<file path="src/rtl/uart_tx_buffered.sv">
// uart_tx_buffered: 8N1 serial transmitter with a small byte FIFO in front of
// the bit engine. Idle line is high; each frame is one start bit (0), DATA_BITS
// data bits LSB first, and one stop bit (1). Back-to-back queued bytes are sent
// with no idle gap between frames.
module uart_tx_buffered #(
  parameter int CLKS_PER_BIT = 15,
  parameter int DATA_BITS    = 8,
  parameter int FIFO_DEPTH   = 4
) (
  input  logic                          clk,
  input  logic                          reset,
  input  logic [DATA_BITS-1:0]          tx_data,
  input  logic                          tx_valid,
  output logic                          tx_ready,
  output logic                          data_out,
  output logic                          busy,
  output logic [$clog2(FIFO_DEPTH):0]   fifo_cnt
);

  localparam int PTR_W = $clog2(FIFO_DEPTH);
  localparam int CNT_W = PTR_W + 1;
  localparam int CLK_W = (CLKS_PER_BIT > 1) ? $clog2(CLKS_PER_BIT) : 1;
  localparam int BIT_W = (DATA_BITS > 1) ? $clog2(DATA_BITS) : 1;

  localparam logic [CLK_W-1:0] CLK_LAST = CLK_W'(CLKS_PER_BIT - 1);
  localparam logic [BIT_W-1:0] BIT_LAST = BIT_W'(DATA_BITS - 1);
  localparam logic [CNT_W-1:0] CNT_FULL = CNT_W'(FIFO_DEPTH);

  typedef enum logic [1:0] {IDLE, START, DATA, STOP} state_e;

  state_e               state_q, state_d;
  logic [CLK_W-1:0]     clk_cnt_q, clk_cnt_d;
  logic [BIT_W-1:0]     bit_idx_q, bit_idx_d;
  logic [DATA_BITS-1:0] shift_q, shift_d;
  logic                 data_out_q, data_out_d;

  logic [DATA_BITS-1:0] mem_q [FIFO_DEPTH];
  logic [PTR_W-1:0]     wr_ptr_q, rd_ptr_q;
  logic [CNT_W-1:0]     cnt_q, cnt_d;
  logic                 push, pop, fifo_empty;

  // Ready depends only on the registered count, so a pop on a full edge
  // never opens a slot for a push on that same edge.
  assign tx_ready   = (cnt_q != CNT_FULL);
  assign fifo_empty = (cnt_q == '0);
  assign push       = tx_valid && tx_ready;
  assign busy       = (state_q != IDLE) || !fifo_empty;
  assign fifo_cnt   = cnt_q;
  assign data_out   = data_out_q;

  // Occupancy: simultaneous push and pop leave the count unchanged.
  always_comb begin
    cnt_d = cnt_q;
    unique case ({push, pop})
      2'b10:   cnt_d = cnt_q + CNT_W'(1);
      2'b01:   cnt_d = cnt_q - CNT_W'(1);
      default: cnt_d = cnt_q;
    endcase
  end

  // FIFO control: pointers wrap naturally because the depth is a power of 2.
  always_ff @(posedge clk or posedge reset) begin
    if (reset) begin
      wr_ptr_q <= '0;
      rd_ptr_q <= '0;
      cnt_q    <= '0;
    end else begin
      if (push) wr_ptr_q <= wr_ptr_q + PTR_W'(1);
      if (pop)  rd_ptr_q <= rd_ptr_q + PTR_W'(1);
      cnt_q <= cnt_d;
    end
  end

  // FIFO storage holds its own copy of each accepted byte.
  always_ff @(posedge clk) begin
    if (push) mem_q[wr_ptr_q] <= tx_data;
  end

  // Bit engine next state. data_out_d is the level for the coming cycle, so
  // the registered line changes on exactly the same edge as the state.
  always_comb begin
    state_d    = state_q;
    clk_cnt_d  = clk_cnt_q;
    bit_idx_d  = bit_idx_q;
    shift_d    = shift_q;
    data_out_d = data_out_q;
    pop        = 1'b0;
    unique case (state_q)
      IDLE: begin
        data_out_d = 1'b1;
        if (!fifo_empty) begin
          pop        = 1'b1;
          shift_d    = mem_q[rd_ptr_q];
          clk_cnt_d  = '0;
          data_out_d = 1'b0;
          state_d    = START;
        end
      end
      START: begin
        if (clk_cnt_q == CLK_LAST) begin
          clk_cnt_d  = '0;
          bit_idx_d  = '0;
          data_out_d = shift_q[0];
          state_d    = DATA;
        end else begin
          clk_cnt_d = clk_cnt_q + CLK_W'(1);
        end
      end
      DATA: begin
        if (clk_cnt_q == CLK_LAST) begin
          clk_cnt_d = '0;
          if (bit_idx_q == BIT_LAST) begin
            data_out_d = 1'b1;
            state_d    = STOP;
          end else begin
            shift_d    = shift_q >> 1;
            bit_idx_d  = bit_idx_q + BIT_W'(1);
            data_out_d = shift_d[0];
          end
        end else begin
          clk_cnt_d = clk_cnt_q + CLK_W'(1);
        end
      end
      STOP: begin
        if (clk_cnt_q == CLK_LAST) begin
          clk_cnt_d = '0;
          if (!fifo_empty) begin
            // Chain straight into the next frame with no idle gap.
            pop        = 1'b1;
            shift_d    = mem_q[rd_ptr_q];
            data_out_d = 1'b0;
            state_d    = START;
          end else begin
            data_out_d = 1'b1;
            state_d    = IDLE;
          end
        end else begin
          clk_cnt_d = clk_cnt_q + CLK_W'(1);
        end
      end
      default: begin
        data_out_d = 1'b1;
        state_d    = IDLE;
      end
    endcase
  end

  // Bit engine control registers; reset forces the line idle immediately.
  always_ff @(posedge clk or posedge reset) begin
    if (reset) begin
      state_q    <= IDLE;
      clk_cnt_q  <= '0;
      bit_idx_q  <= '0;
      data_out_q <= 1'b1;
    end else begin
      state_q    <= state_d;
      clk_cnt_q  <= clk_cnt_d;
      bit_idx_q  <= bit_idx_d;
      data_out_q <= data_out_d;
    end
  end

  // Shift register carries the byte being serialised; only read outside IDLE.
  always_ff @(posedge clk) begin
    shift_q <= shift_d;
  end

endmodule

</file>
<file path="config.mk">
export PLATFORM = sky130hd
export DESIGN_NAME = uart_tx_buffered
export DESIGN_NICKNAME = d
export VERILOG_FILES = /design/src/rtl/uart_tx_buffered.sv
export SDC_FILE = /design/constraint.sdc
export NUM_CORES = 1
export LEC_CHECK = 0
export ABC_CLOCK_PERIOD_IN_PS = 4300
export BUFFER_PORTS_ARGS = -buffer_cell sky130_fd_sc_hd__buf_2
export CAP_MARGIN = 20
export CELL_PAD_IN_SITES_DETAIL_PLACEMENT = 2
export CELL_PAD_IN_SITES_GLOBAL_PLACEMENT = 2
export CORE_AREA = 8 8 103 67
export CTS_BUF_LIST = sky130_fd_sc_hd__clkbuf_2
export CTS_CLUSTER_DIAMETER = 30
export DETAILED_ROUTE_END_ITERATION = 10
export DIE_AREA = 0 0 111 75
export HOLD_SLACK_MARGIN = 0.05
export PLACE_DENSITY = 0.95
export SYNTH_ARGS = -nofsm -noshare
export SYNTH_HDL_FRONTEND = slang
export SYNTH_SLANG_ARGS = --single-unit
</file>
<file path="constraint.sdc">
create_clock -name clk -period 4.3 [get_ports clk]
set_input_delay 0.43 -clock clk [delete_from_list [all_inputs] [get_ports clk]]
set_output_delay 0.43 -clock clk [all_outputs]
set_load 0.01 [all_outputs]
</file>
Word-level counts from Yosys, hierarchy flattened
Memory sizes are Yosys's and may differ from the RTL's.
Index checks and enable logic that the tools add are counted.
W data, S select, Z words.
Storage, ports and cells
  flip-flop bits (word level): 25
  RAM bits: 32
  memories: 1
Memory list
  mem_q: words 4, width 8, rd ports 1, clocked after Yosys merged registers in 0, wr ports 1, line 37  | logic [DATA_BITS-1:0] mem_q [FIFO_DEPTH];
Cells by class
  $add $sub $neg: 6
  equality and inequality tests: 14
  mux-type cells: 31
  reduce and logical (&&, ||, !) cells: 14
Operators by type and width (count)
  $mux W8: 4
  $pmux W8 S3: 1
  $ne A2 B2 Y1 const B: 6
  $pmux W3 S2: 2
  $mux W1: 10
  $mux W2: 5
  $mux W3: 3
  $mux W4: 2
  $pmux W2 S4: 1
  $pmux W4 S2: 1
  $reduce_and A4 Y1: 2
  $add A3 B1 Y3 const B: 2
  $eq A2 B2 Y1 const B: 3
  $reduce_bool A2 Y1: 3
  $reduce_and A5 Y1: 1
  $add A2 B1 Y2 const B: 2
  $add A4 B1 Y4 const B: 1
  $eq A2 B1 Y1 const B: 2
  $eq A4 B4 Y1 const B: 1
  $pmux W1 S4: 1
  $eq A3 B3 Y1 const B: 1
  $logic_not A3 Y1: 1
  $ne A3 B3 Y1 const B: 1
  $reduce_and A3 Y1: 1
  8 further kinds: 8

Longest topological paths before layout
Gate-level depths: netlist of the first run.
  word-level depth: 6
  depth in mapped cells: 10
  mapped depth without buffers: 10

Least setup slack after synthesis of the first run
Ideal clock, no wire load.
  path type: reg-to-reg
  from: register state_q[0]
  to: register cnt_q[2], in the netlist fifo_cnt[2]
  setup time: 0.080 ns
  data arrival time: 2.083 ns
  required time: 4.220 ns
  setup slack: 2.137 ns
  stages on the path, launching flop included: 10
  clock period less this slack: 2.163 ns
  path through: dfrtp_1 -> inv_1 -> ha_1 -> nor3_2 -> ha_1 -> inv_1 -> fa_1 -> xor2_1 -> nor2_1 -> xor2_1
On the way
  word-level cells in the longest chain between the ends: 4
  elaborated cells between the ends (all ways): 7
  those cells by class: 3 x eq/ne; 2 x mux; 2 x reduce/logical
Ends and longest elaborated chain
  from (decl): line 31  | state_e state_q, state_d;
  from (signal assigned): line 156  | state_q <= state_d;
  $eq A2 B2 Y1 or $logic_not A2 Y1 (tied branches): line 88  | unique case (state_q)
  $pmux W1 S2 *: line 88
  named net pop: line 40  | logic push, pop, fifo_empty;
  $eq A2 B1 Y1 or $eq A2 B2 Y1 (tied branches): line 54  | unique case ({push, pop})
  $pmux W3 S2 or $reduce_bool A2 Y1 (tied branches)
  to (signal assigned): line 70  | cnt_q <= cnt_d;
  to (decl): line 39  | logic [CNT_W-1:0] cnt_q, cnt_d;
Mark *: on every way through the listed nets, which the timed path passes. The rest lies on a longest branch.
A chain may end at the register's enable or synchronous reset.

Worst setup path after layout of the first run
  from: register state_q[1]
  to: register cnt_q[2], in the netlist fifo_cnt[2]
The elaborated chain is that of the path after synthesis.

==> impl_metrics.tcl, run 1 <==
set metrics [dict create \
    cts_buffer_depth 2 \
    clock_latency_ps 490 \
    cp_slowest_cell "dfrtp_1" \
    cts_tree "built" \
    stdcell_area_sq_um 2829 \
    die_w_um 111 \
    routabilityCongestion 0.7247 \
    slew_headroom_pct 51.47 \
    htreeDepth 3 \
    ys_async_sr_fraction_pct 29.82 \
    dieArea_sq_um 8325 \
    cts_resized 0 \
    path_clk_slew_ps 170 \
    setup_viol 0 \
    min_path_cells 1 \
    p_leak_nw 1.100 \
    hold_buffers 1 \
    die_y_um 75 \
    clock_sinks 57 \
    drt_iter0_drc 76 \
    synth.ff_latch_count 57 \
    grt_max_degree 18 \
    placed_cell_area_sq_um 2713 \
    finalWirelength_um 6140 \
    wl_per_cell_um 23.17 \
    grtUsageTotal_pct 16.25 \
    fill_cells 484 \
    initial_utilization_pct 47.50 \
    maxCapViolations 0 \
    ys_seq_area_share_pct 63.62 \
    syn_nets 192 \
    rsz0062_at_grt "false" \
    worst_pin_slew_ps 727.2 \
    finClkSkew_ps 17.34 \
    worstSetupStartpointType "register" \
    drive_above_1_share_pct 24.49 \
    ys_types 36 \
    finalNonFillerCells 265 \
    via_per_inst 5.585 \
    endpoint_kind "register" \
    rrSetupSlack_ps 1730 \
    tns_ps 0 \
    hold_start "tx_data[6]" \
    ir_drop_uv 313.0 \
    avgSynthCellArea_sq_um 15.41 \
    firstDrtPassIters 4 \
    cts_made_buffers 9 \
    core_region_area_sq_um 5386 \
    antenna_cells 0 \
    reg2regPathDepth 9 \
    grt_pass1_vias 1689 \
    hpwl_um 4649 \
    netlist_instances 166 \
    final_hold_viol_count 0 \
    io_buffers 16 \
    drtAntennaViolNets 0 \
    cts_setup_buffers 0 \
    placed_cells 248 \
    ios 17 \
    cts-root-buf "clkbuf_2" \
    outcome "finished clean" \
    core.rowCount 21 \
    synth_warnings 0 \
    worstPathArrival_ps 2990 \
    worst_path_largest_cell_delay_ps 470 \
    routed-via-count 1480 \
    report.final.slew_viol_count 0 \
    regArea_sq_um 1628 \
    hold_ws_ps 136.1 \
    holdPathEnd "mem_q[1][6]" \
    cp_max_fo 7 \
    power.density_nw_per_um2 459.6 \
    critPathKind "reg2reg" \
    finalCritPeriodShare_pct 59.71 \
    grt_pass1_wl_um 9894 \
    path_cells "inv_1, ha_1, nor3_2, ha_1, inv_1, fa_1, xor2_1, nor2_1, xor2_1" \
    synth_area_sq_um 2559 \
    grt-ovfl-total 0 \
    syn2layout_area_growth_pct 10.56 \
    route.detailed.drc 0 \
    r2r_start "state_q[1]" \
    multi_input_area_sq_um 877.1 \
    synth_ff_type "edfxtp_1" \
    num-nets-final 217 \
    grt_antenna_before_repair 0 \
    hp-class "in2reg" \
    fmax_ghz 0.3895 \
    reg2reg_to "fifo_cnt[2]" \
    p_total_mw 1.300 \
    synth-edff-count 40 \
    period_needed_ps 2567 \
    worstPathRequired_ps 4720 \
]
==> state kept, by name, summed over array words and instances, names as in the netlist <==
signal     count
mem_q         32
shift_q        8
clk_cnt_q      4
bit_idx_q      3
fifo_cnt       3
rd_ptr_q       2
state_q        2
wr_ptr_q       2
data_out       1
==> final cells by class <==
cell class              instances  share of cell area [%]
well taps                      69                   3.052
inverters                      11                   1.460
multi-input cells              95                   31.00
clock buffers                   9                   1.592
clock inverters                 7                   2.167
flip-flops and latches         57                   57.54
repair buffers                 17                   3.184
==> critical path: cells and delay by family, from the launching register on <==
kind,cells,cell delay (ps)
fa+ha+maj,3,1050
xor+xnor,2,340
flops,1,470
simple gates,2,460
buf+inv,2,200
==> metal layers <==
layer	up-vias	wire length (um)	global-route usage, %
li1	682	-	-
met1	758	2651	18.30
met2	36	3113	28.49
met3	4	332	6.523
met4	0	42	4.613
met5	-	0	0
==> report_power, final <==
group	internal (mW)	total (mW)	switching, mW
clock network	0.127	0.331	0.204
registers	0.680	0.738	0.0579
logic	0.0871	0.231	0.144
total	0.894	1.30	0.406
==> cell families (layout without fill, tap and decap cells) <==
kind of cell / Yosys count / count (layout) / share of synthesized area (%)
adders and majority gates: 15 / 15 / 7.628
xor gates and xnor gates: 6 / 6 / 2.054
AOI/OAI and AO/OA: 28 / 28 / 7.482
DFF: 57 / 57 / 63.62
buffers and inverters: 14 / 44 / 2.103
and+or+nand+nor: 32 / 32 / 7.385
muxes: 14 / 14 / 9.731
==> synth_stat cells (all sizes together) (3+ instances only) <==
| library cell | n | share of area, % |
|---|---|---|
| o21ai | 11 | 2.2 |
| xnor2 | 3 | 1.0 |
| nand2 | 7 | 1.0 |
| nor2b | 3 | 0.73 |
| nor3 | 3 | 0.98 |
| inv | 11 | 1.6 |
| a22o | 9 | 3.1 |
| mux2 | 4 | 1.9 |
| mux4 | 8 | 7.0 |
| dfrtp | 16 | 16 |
| ha | 14 | 6.8 |
| nor2 | 5 | 0.73 |
| nand3 | 4 | 0.78 |
| and3 | 6 | 1.5 |
| edfxtp | 40 | 47 |
| xor2 | 3 | 1.0 |
==> cell usage in the layout (no fill, tap or decap), types with 7 or more instances in the layout <==
cell type and n:
mux4_2 8, a22o_1 9, clkbuf_2 9, dfrtp_1 16, nand2_1 7, ha_1 14
buf_2 16, edfxtp_1 40, o21ai_1 9, inv_1 7
==> through the flow <==
step | worst slack [ps] | utilization, %
2_1_floorplan | 2137 | -
3_3_place_gp | 2025 | 50.36
3_5_place_dp | 1772 | 50.36
4_1_cts | 1711 | 52.52
5_1_grt | 1577 | 52.52
6_report | 1733 | 52.52
==> worst max path at each step <==
stage / endpoint / start / slack (ps)
floorplan: fifo_cnt[2] / state_q[0] / 2140
global placement: fifo_cnt[2] / state_q[0] / 2030
detailed placement: fifo_cnt[2] / state_q[1] / 1770
CTS: fifo_cnt[2] / state_q[1] / 1710
global route: fifo_cnt[2] / state_q[0] / 1580
finish: fifo_cnt[2] / state_q[1] / 1730
No activity file was read; power rests on OpenSTA's default activity.
==> run 2, diff against run 1 <==
==> config.mk (replaced) <==
export PLATFORM = sky130hd
export DESIGN_NAME = uart_tx_buffered
export DESIGN_NICKNAME = d
export VERILOG_FILES = /design/src/rtl/uart_tx_buffered.sv
export SDC_FILE = /design/constraint.sdc
export NUM_CORES = 1
export LEC_CHECK = 0
export ABC_CLOCK_PERIOD_IN_PS = 2300
export BUFFER_PORTS_ARGS = -buffer_cell sky130_fd_sc_hd__buf_2
export CAP_MARGIN = 20
export CELL_PAD_IN_SITES_DETAIL_PLACEMENT = 2
export CELL_PAD_IN_SITES_GLOBAL_PLACEMENT = 2
export CORE_AREA = 8 8 111 73
export CTS_BUF_LIST = sky130_fd_sc_hd__clkbuf_2
export CTS_CLUSTER_DIAMETER = 30
export DETAILED_ROUTE_END_ITERATION = 10
export DIE_AREA = 0 0 119 81
export HOLD_SLACK_MARGIN = 0.05
export PLACE_DENSITY = 0.87
export SYNTH_ARGS = -nofsm -noshare
export SYNTH_HDL_FRONTEND = slang
export SYNTH_SLANG_ARGS = --single-unit
==> constraint.sdc (replaced) <==
create_clock -name clk -period 2.3 [get_ports clk]
set_input_delay 0.23 -clock clk [delete_from_list [all_inputs] [get_ports clk]]
set_output_delay 0.23 -clock clk [all_outputs]
set_load 0.01 [all_outputs]
==> run 2 against run 1 <==
Final cell count is 17% higher. Wire length is 9.3% higher. Die area is 16% higher. Non-clock buffer count is 28 higher. Clock power is 69% higher. Setup slack worse by 1600 ps. Final area is 11% higher. Total power is 85% higher. Critical endpoint unchanged. Highest routed layer unchanged.
==> impl_metrics.tcl, run 2 (same netlist as run 1, synthesis figures left out) <==
set metrics [dict create \
    outcome "finished clean" \
    reg.largest.list "mem_q: 32 flops, shift_q: 8 flops, clk_cnt_q: 4 flops" \
    p_switching_mw 0.7935 \
    ir_drop_uv 407.8 \
    core_region_area_sq_um 6417 \
    grt_pass1_vias 1864 \
    tns_ps 0 \
    firstDrtPassIters 4 \
    finalCritPeriodShare_pct 96.38 \
    critPathKind "reg2reg" \
    power_frac_comb_pct 19.2 \
    clock_sinks 57 \
    path_delay_family "adder cells" \
    clock_latency_ps 490 \
    critPathBufInv 1 \
    die_y_um 81 \
    pwr-share-clk_pct 23.2 \
    finalNonFillerCells 311 \
    placed_cells 274 \
    p_leak_nw 1.223 \
    report.final.slew_viol_count 0 \
    layout_commonest_cell "edfxtp_1" \
    swShare_pct 33.05 \
    worst_path_largest_cell_delay_ps 520 \
    die_w_um 119 \
    hp-class "in2reg" \
    cp_slowest_cell "dfrtp_1" \
    syn2layout_area_growth_pct 22.35 \
    grtUsageTotal_pct 14.88 \
    cts_tree "built" \
    via_per_inst 5.154 \
    period_needed_ps 2217 \
    grt_max_degree 18 \
    regMostFlops "mem_q" \
    largest_register_ffs 32 \
    power.density_nw_per_um2 767.0 \
    critPathMostFrequentCell "xor2_1" \
    setup_ws_ps 83.36 \
    drt_iter0_drc 60 \
    path_cells "ha_4, a41oi_2, nor3_4, ha_2, inv_1, fa_1, xor2_1, nor2_1, xor2_1" \
    p_int_mw 1.608 \
    grt_antenna_before_repair 0 \
    path_clk_slew_ps 180 \
    grt-ovfl-total 0 \
    maxCapViolations 0 \
    pwr-share-seq_pct 57.6 \
    initial_utilization_pct 39.87 \
    pre_cts_ws_ps -36.11 \
    antenna_cells 0 \
    cts-root-buf "clkbuf_2" \
    setup_viol 0 \
    drive_above_1_share_pct 36.16 \
    finalWirelength_um 6711 \
    io_buffers 16 \
    num-nets-final 245 \
    worstSetupStartpointType "register" \
    hold_ws_ps 184.7 \
    core.rowCount 23 \
    wl_per_cell_um 21.58 \
    worst_pin_slew_ps 683.8 \
    worstPathRequired_ps 2730 \
    layout_common_cells "edfxtp_1, buf_4, buf_2" \
    cts_buffer_depth 2 \
    grt_pass1_wl_um 10720 \
    dieArea_sq_um 9639 \
    p_total_mw 2.401 \
    htreeDepth 3 \
    fmax_ghz 0.4511 \
    cp_max_fo 4 \
    finClkSkew_ps 15.44 \
    routabilityCongestion 0.7180 \
    endpoint_kind "register" \
    cts_made_buffers 9 \
    slew_headroom_pct 54.36 \
    ios 17 \
    hpwl_um 4565 \
    route.detailed.drc 0 \
    drtAntennaViolNets 0 \
    final_hold_viol_count 0 \
    worstPathArrival_ps 2650 \
    routed-via-count 1603 \
]
-- run 2: stage by stage --
stage                     utilization [%]  area, sq um
after floorplan                         -         2559
after global placement              43.56         2795
after detailed placement            43.56         2795
after CTS                           47.67         3059
after global routing                48.78         3131
final                               48.78         3131
-- run 2: worst min-delay path, stage by stage --
cell and delay (ps):
buf_2 110, and2_1 220, xnor2_1 90
-- run 2: power by group through the flow --
| stage | Sequential [mW] | Clock (mW) | Combinational (mW) |
|---|---|---|---|
| 3_3_place_gp | 1.39 | 0 | 0.403 |
| 6_report | 1.38 | 0.558 | 0.460 |
| 2_1_floorplan | 1.38 | 0 | 0.258 |
| 3_5_place_dp | 1.40 | 0 | 0.447 |
| 5_1_grt | 1.40 | 0.610 | 0.513 |
| 4_1_cts | 1.38 | 0.579 | 0.464 |
-- run 2: layout make-up --
type | instances | area [sq um]
clock buffer | 9 | 45.04
clock inverter | 7 | 53.80
fill | 600 | 3287
inverter | 11 | 41.29
multi-input combinational | 95 | 930.9
sequential | 57 | 1630
tap | 87 | 108.9
timing repair buffer | 45 | 320.3
-- run 2: layer usage --
layer / wire length, um / up-vias / share of wire, % / global-route usage, %
met3: 269 / 14 / 4.0 / 4.152
met2: 3423 / 31 / 51 / 25.91
met5: 0 / - / 0 / 0
li1: - / 737 / - / -
met4: 150 / 0 / 2.2 / 5.521
met1: 2868 / 821 / 43 / 17.58
-- run 2: final timing paths --
kind                            slack, ps           end  cells after the start         start
min in group asynchronous             340   fifo_cnt[2]                      3         reset
worst max register to register         80   fifo_cnt[2]                      9    state_q[1]
max in group asynchronous            1480    state_q[0]                      3         reset
worst min register to register        540  bit_idx_q[2]                      1  bit_idx_q[2]
worst max-delay path                   80   fifo_cnt[2]                      9    state_q[1]
worst min-delay path                  180   wr_ptr_q[0]                      3      tx_valid
-- run 2: timing repair --
item                                    in CTS  in global routing
buffers inserted                             7                  5
endpoints found under the setup margin       1                  2
gates resized for setup                      6                  7
hold buffers                                 9                  0
pin swaps                                    2                  2
endpoints found under the hold margin       48                  0
